--- config.mk ---
export PLATFORM = sky130hd
export DESIGN_NAME = divider_seq
export DESIGN_NICKNAME = d
export VERILOG_FILES = /design/src/rtl/divider_seq.sv
export SDC_FILE = /design/constraint.sdc
export NUM_CORES = 1
export LEC_CHECK = 0
export ABC_AREA = 1
export CORE_ASPECT_RATIO = 0.75
export CORE_MARGIN = 2
export CORE_UTILIZATION = 55
export DETAILED_ROUTE_END_ITERATION = 10
export GPL_ROUTABILITY_DRIVEN = 0
export GPL_TIMING_DRIVEN = 1
export PLACE_DENSITY = 0.81
export SETUP_SLACK_MARGIN = 0.15
export SLEW_MARGIN = 25
export SYNTH_ARGS = -nofsm -noshare
export SYNTH_HDL_FRONTEND = slang
export SYNTH_SLANG_ARGS = --single-unit
--- constraint.sdc ---
create_clock -name clock -period 2.8 [get_ports clock]
set_input_delay 0.56 -clock clock [delete_from_list [all_inputs] [get_ports clock]]
set_output_delay 0.56 -clock clock [all_outputs]
set_load 0.01 [all_outputs]
--- src/rtl/divider_seq.sv ---
// Iterative restoring divider: one quotient bit per cycle, result pulse W+1 cycles after accept.
// Define DIVIDER_SIGNED_EN for two's-complement operands (truncating toward zero).
module divider_seq #(
  parameter int W = 16
) (
  input  logic         clock,
  input  logic         reset,
  input  logic [W-1:0] in0,
  input  logic [W-1:0] in1,
  input  logic         valid_in,
  output logic         ready,
  output logic [W-1:0] out,
  output logic [W-1:0] rem,
  output logic         div_by_zero,
  output logic         valid_out
);

  localparam int CW = $clog2(W);

  typedef enum logic [1:0] {IDLE, RUN, DONE} state_t;

  state_t          state_reg, state_next;
  logic [W:0]      prem_reg;
  logic [W-1:0]    quot_reg;
  logic [W-1:0]    divisor_reg;
  logic [CW-1:0]   count_reg;
  logic            zero_reg;
  logic [W-1:0]    out_reg;
  logic [W-1:0]    rem_reg;
  logic            dbz_reg;

  logic            accept;
  logic [W+1:0]    shifted;
  logic [W+1:0]    trial;
  logic [W:0]      prem_next;
  logic [W-1:0]    quot_next;
  logic [W-1:0]    dvd_mag;
  logic [W-1:0]    dvs_mag;
  logic [W-1:0]    q_final;
  logic [W-1:0]    r_final;

  assign accept = valid_in && ready;

  always_ff @(posedge clock) begin
    if (reset) state_reg <= IDLE;
    else       state_reg <= state_next;
  end

  always_comb begin
    state_next = state_reg;
    case (state_reg)
      IDLE:    if (valid_in) state_next = RUN;
      RUN:     if (count_reg == '0) state_next = DONE;
      DONE:    state_next = IDLE;
      default: state_next = IDLE;
    endcase
  end

  always_comb begin
    ready     = (state_reg == IDLE);
    valid_out = (state_reg == DONE);
  end

  // Top bit of the shifted value is always 0, so trial[W+1] is the borrow of the subtraction.
  assign shifted   = {1'b0, prem_reg[W-1:0], quot_reg[W-1]} | {prem_reg[W], {(W+1){1'b0}}};
  assign trial     = shifted - {2'b00, divisor_reg};
  assign prem_next = trial[W+1] ? shifted[W:0] : trial[W:0];
  assign quot_next = {quot_reg[W-2:0], ~trial[W+1]};

`ifdef DIVIDER_SIGNED_EN
  logic sign_q_reg;
  logic sign_r_reg;

  assign dvd_mag = in0[W-1] ? -in0 : in0;
  assign dvs_mag = in1[W-1] ? -in1 : in1;

  always_ff @(posedge clock) begin
    if (reset) begin
      sign_q_reg <= 1'b0;
      sign_r_reg <= 1'b0;
    end else if (accept) begin
      sign_q_reg <= in0[W-1] ^ in1[W-1];
      sign_r_reg <= in0[W-1];
    end
  end

  // A zero divisor keeps the raw all-ones quotient regardless of sign.
  assign q_final = (sign_q_reg && !zero_reg) ? -quot_next : quot_next;
  assign r_final = sign_r_reg ? -prem_next[W-1:0] : prem_next[W-1:0];
`else
  assign dvd_mag = in0;
  assign dvs_mag = in1;
  assign q_final = quot_next;
  assign r_final = prem_next[W-1:0];
`endif

  always_ff @(posedge clock) begin
    if (reset) begin
      prem_reg    <= '0;
      quot_reg    <= '0;
      divisor_reg <= '0;
      count_reg   <= '0;
      zero_reg    <= 1'b0;
      out_reg     <= '0;
      rem_reg     <= '0;
      dbz_reg     <= 1'b0;
    end else if (accept) begin
      quot_reg    <= dvd_mag;
      divisor_reg <= dvs_mag;
      prem_reg    <= '0;
      count_reg   <= CW'(W - 1);
      zero_reg    <= (in1 == '0);
    end else if (state_reg == RUN) begin
      prem_reg  <= prem_next;
      quot_reg  <= quot_next;
      count_reg <= count_reg - CW'(1);
      if (count_reg == '0) begin
        out_reg <= q_final;
        rem_reg <= r_final;
        dbz_reg <= zero_reg;
      end
    end
  end

  assign out         = out_reg;
  assign rem         = rem_reg;
  assign div_by_zero = dbz_reg;

endmodule

==> impl_results.md <==
* Outcome: complete, no violations
* FF+latch area at 0.00178 mm²
* Post-CTS Setup Bufs at 0
* VDD IR max at 0.000381 V
* 1st-pass router iterations at 5
* R2R cell count at 13
* Syn nets at 749
* # IOs at 70
* First-pass GRT wire length at 19000 µm
* Final nets at 809
* Synthesis-to-finish area growth at 20.5%
* Max reg flops at 17
* Die height at 83.2 µm
* Post-synth EDFFs at 0
* Placed Cells at 850
* Max-cap violations at 0
* Hold_sp: divisor_reg[15]
* Total global routing overflow at 0
* Layout cell share with drive strength beyond 1 at 5.26%
* Power Dens Cells at 620 mW/mm²
* Max Clk Rate at 0.443 GHz
* Arrival time at the worst endpoint at 2.53 ns
* Cts-stage hold buffer count at 0
* Hold path depth at 2
* Post-DRT Antenna Nets at 0
* TritonCTS clock tree: done
* Reg-to-reg slack, setup at 0.54 ns
* Worst path cell trace: inv_1 -> ha_1 -> fa_1 -> o21ai_1 -> nand2_1 -> nand3_1 -> nand2_1 -> nand2_1 -> nand2_1 -> nand3_1 -> nand3_1 -> nand2_1 -> inv_1
* Fin. Hold Viols at 0
* Fillers at 696
* Setup TNS at 0 ns
* RSZ-0062 raised after global routing: false
* FF-to-FF Start: quot_reg[15]
* CP Launch Type: register
* Antenna diode count at 0
* Synthesized area at 0.00460 mm²
* Post-route insts no fill at 866
* Post-synthesis sequential area ratio at 38.7%
* Die area at 0.00912 mm²
* Fin crit share at 80.6%
* Standard-cell rows at 28
* Multi-input logic area at 0.00236 mm²
* Crit path time final at 2.26 ns
* Reg-to-reg critical path endpoint: rem[10]
* Sink Count at 89
* Hold path endpoint: divisor_reg[15]
* Mapped Avg Cell Area at 6.61 µm²
* Initial Utilization at 57.6%
* Post-synth cell types at 33
* Post-DP HPWL at 8780 µm
* Pin count of the biggest net entering global routing at 51
* Core box area at 0.00799 mm²
* Worst path top cell family by delay: simple AND/OR/NAND/NOR gates
* Die X at 110 µm
* Crit path max fanout at 3
* Yosys Warn Count at 0
* Max Slew Vio Count at 0
* Kind of critical path: reg -> reg
* Worst relative slew slack at 54.7%
* Routed via count at 4593
* CTS Buf Count at 9
* Prevailing post-synth register cell: dfxtp_1
* Via density at 5.30
* PortBufs at 69
* Root Buffer: clkbuf_8
* Synth async-reset ratio at 0%
* Leak at 0.00265 µW
* Most used cell, CP: nand2_1
* Clock Skew at 0.0172 ns
* Final setup fails at 0
* Synth Instances at 696
* Initial antenna violation count at 0
* Slowest CP cell: fa_1
* Hold WC Path Type: reg -> reg
* Largest stage delay, worst path at 0.42 ns
* CP Capture Type: register
* Wirelength per Cell at 13.5 µm
* Final wirelength at 11700 µm
* CP bufs+invs at 2
* DRC at 0
* Clk slew on worst S/H paths at 0.10 ns
* Post_cts resized at 0
* Total track usage at 26.3%
* 1st-iter DRT viols at 418
* Synth Register Bits at 89
* Data required time of the worst path at 3.08 ns
* Vias in the first global route at 4125
* Max clock buf depth at 2
* H-Tree Level Count at 3
* Skew-Pair Late Insertion Delay at 0.37 ns
* Tightest Pin Transition at 0.678 ns
power breakdown:
| part | internal (µW) | total [µW] | leakage (µW) | switching [µW] |
|---|---|---|---|---|
| sequential | 1360 | 1430 | 0.000728 | 67.0 |
| clock | 420 | 889 | 0.0000941 | 469 |
| combinational | 403 | 1120 | 0.00183 | 715 |
| total | 2180 | 3440 | 0.00265 | 1250 |
stage by stage:
stage	setup WS [ns]	hold slack [ns]	instance area [µm²]	util (%)	total power [µW]
floorplan	0.901	0.433	4600	-	2260
global placement	0.610	0.450	5350	66.9	2510
detailed placement	0.582	0.455	5350	66.9	2550
CTS	0.575	0.468	5540	69.4	3430
global route	0.276	0.496	5540	69.4	3640
finish	0.544	0.461	5540	69.4	3440
logic make-up (layout without fill, tap and decap cells):
kind of cell | count (synthesis) | after routing | share of synthesized area [%]
fa+ha+maj | 18 | 18 | 5.06
xor+xnor | 8 | 8 | 1.52
flops | 89 | 89 | 38.7
simple gates | 384 | 384 | 35.0
buf+inv | 116 | 181 | 10.0
compound gates | 81 | 81 | 9.66
worst register-to-register path, delay by kind of cell (launching register included):
kind / cells / cell delay, ns
compound gates: 1 / 0.25
fa+ha+maj: 2 / 0.66
buf+inv: 2 / 0.10
flops: 1 / 0.38
simple gates: 8 / 0.79
cell usage in the layout (no fill, tap or decap), types with 2 or more instances in the layout:
cell / Yosys / routed
nor3_1: 3 / 3
nor2_1: 87 / 87
nand3b_1: 2 / 2
clkbuf_1: 16 / 2
nand2_4: 2 / 2
o21bai_1: 2 / 2
inv_2: 5 / 5
clkdlybuf4s50_1: 0 / 69
buf_4: 0 / 7
o21ai_0: 26 / 26
clkbuf_8: 0 / 9
a221oi_1: 2 / 2
nor4_1: 3 / 3
nor2_2: 2 / 2
a31oi_1: 15 / 15
clkinv_4: 0 / 2
a21oi_1: 31 / 31
dfxtp_1: 89 / 89
nand2_1: 203 / 203
ha_1: 17 / 17
o21ai_1: 2 / 2
inv_1: 84 / 84
xor2_1: 7 / 7
nand3_1: 70 / 70
nand2_2: 6 / 6
a21o_1: 3 / 3
layer usage:
metal  GRT usage (%)  vias to the layer above  share of wire [%]
met3            5.42                       13                8.6
met1            38.8                     2073                 48
met2            38.5                      183                 42
met4            7.48                        0               0.94
met5               0                        -                  0
li1                -                     2324                  -
cell usage after synthesis, types with 2 or more instances:
cell type	n	area share, %
dfxtp_1	89	39
inv_1	84	6.9
nand2_2	6	0.82
nand3_1	70	7.6
a31oi_1	15	2.0
nand2_4	2	0.49
a21o_1	3	0.49
o21ai_0	26	2.8
a221oi_1	2	0.38
nor2_2	2	0.27
nor2_1	87	7.1
nand2_1	203	17
ha_1	17	4.6
buf_6	2	0.49
nor3_1	3	0.33
xor2_1	7	1.3
o21bai_1	2	0.33
a21oi_1	31	3.4
nand3b_1	2	0.33
buf_2	8	0.87
inv_2	5	0.41
clkbuf_1	16	1.3
o21ai_1	2	0.22
nor4_1	3	0.41
cell type report:
type | count | area share [%]
timing repair buffer | 76 | 13.4
multi-input combinational | 491 | 42.5
sequential | 89 | 32.1
clock inverter | 5 | 1.15
tap | 105 | 2.37
inverter | 89 | 6.03
clock buffer | 11 | 2.37
how the worst max path moves through the flow:
stage          slack [ns]  cells after the start         start            to
6_report             0.54                     13  quot_reg[15]       rem[10]
5_1_grt              0.28                      8  count_reg[0]       out[15]
4_1_cts              0.57                     13  quot_reg[15]       rem[10]
3_5_place_dp         0.58                     13  quot_reg[15]       rem[10]
3_3_place_gp         0.61                     13  quot_reg[15]       rem[12]
2_1_floorplan        0.90                     13  quot_reg[15]  prem_reg[12]
Note: power is estimated with default switching activity, not from simulation.
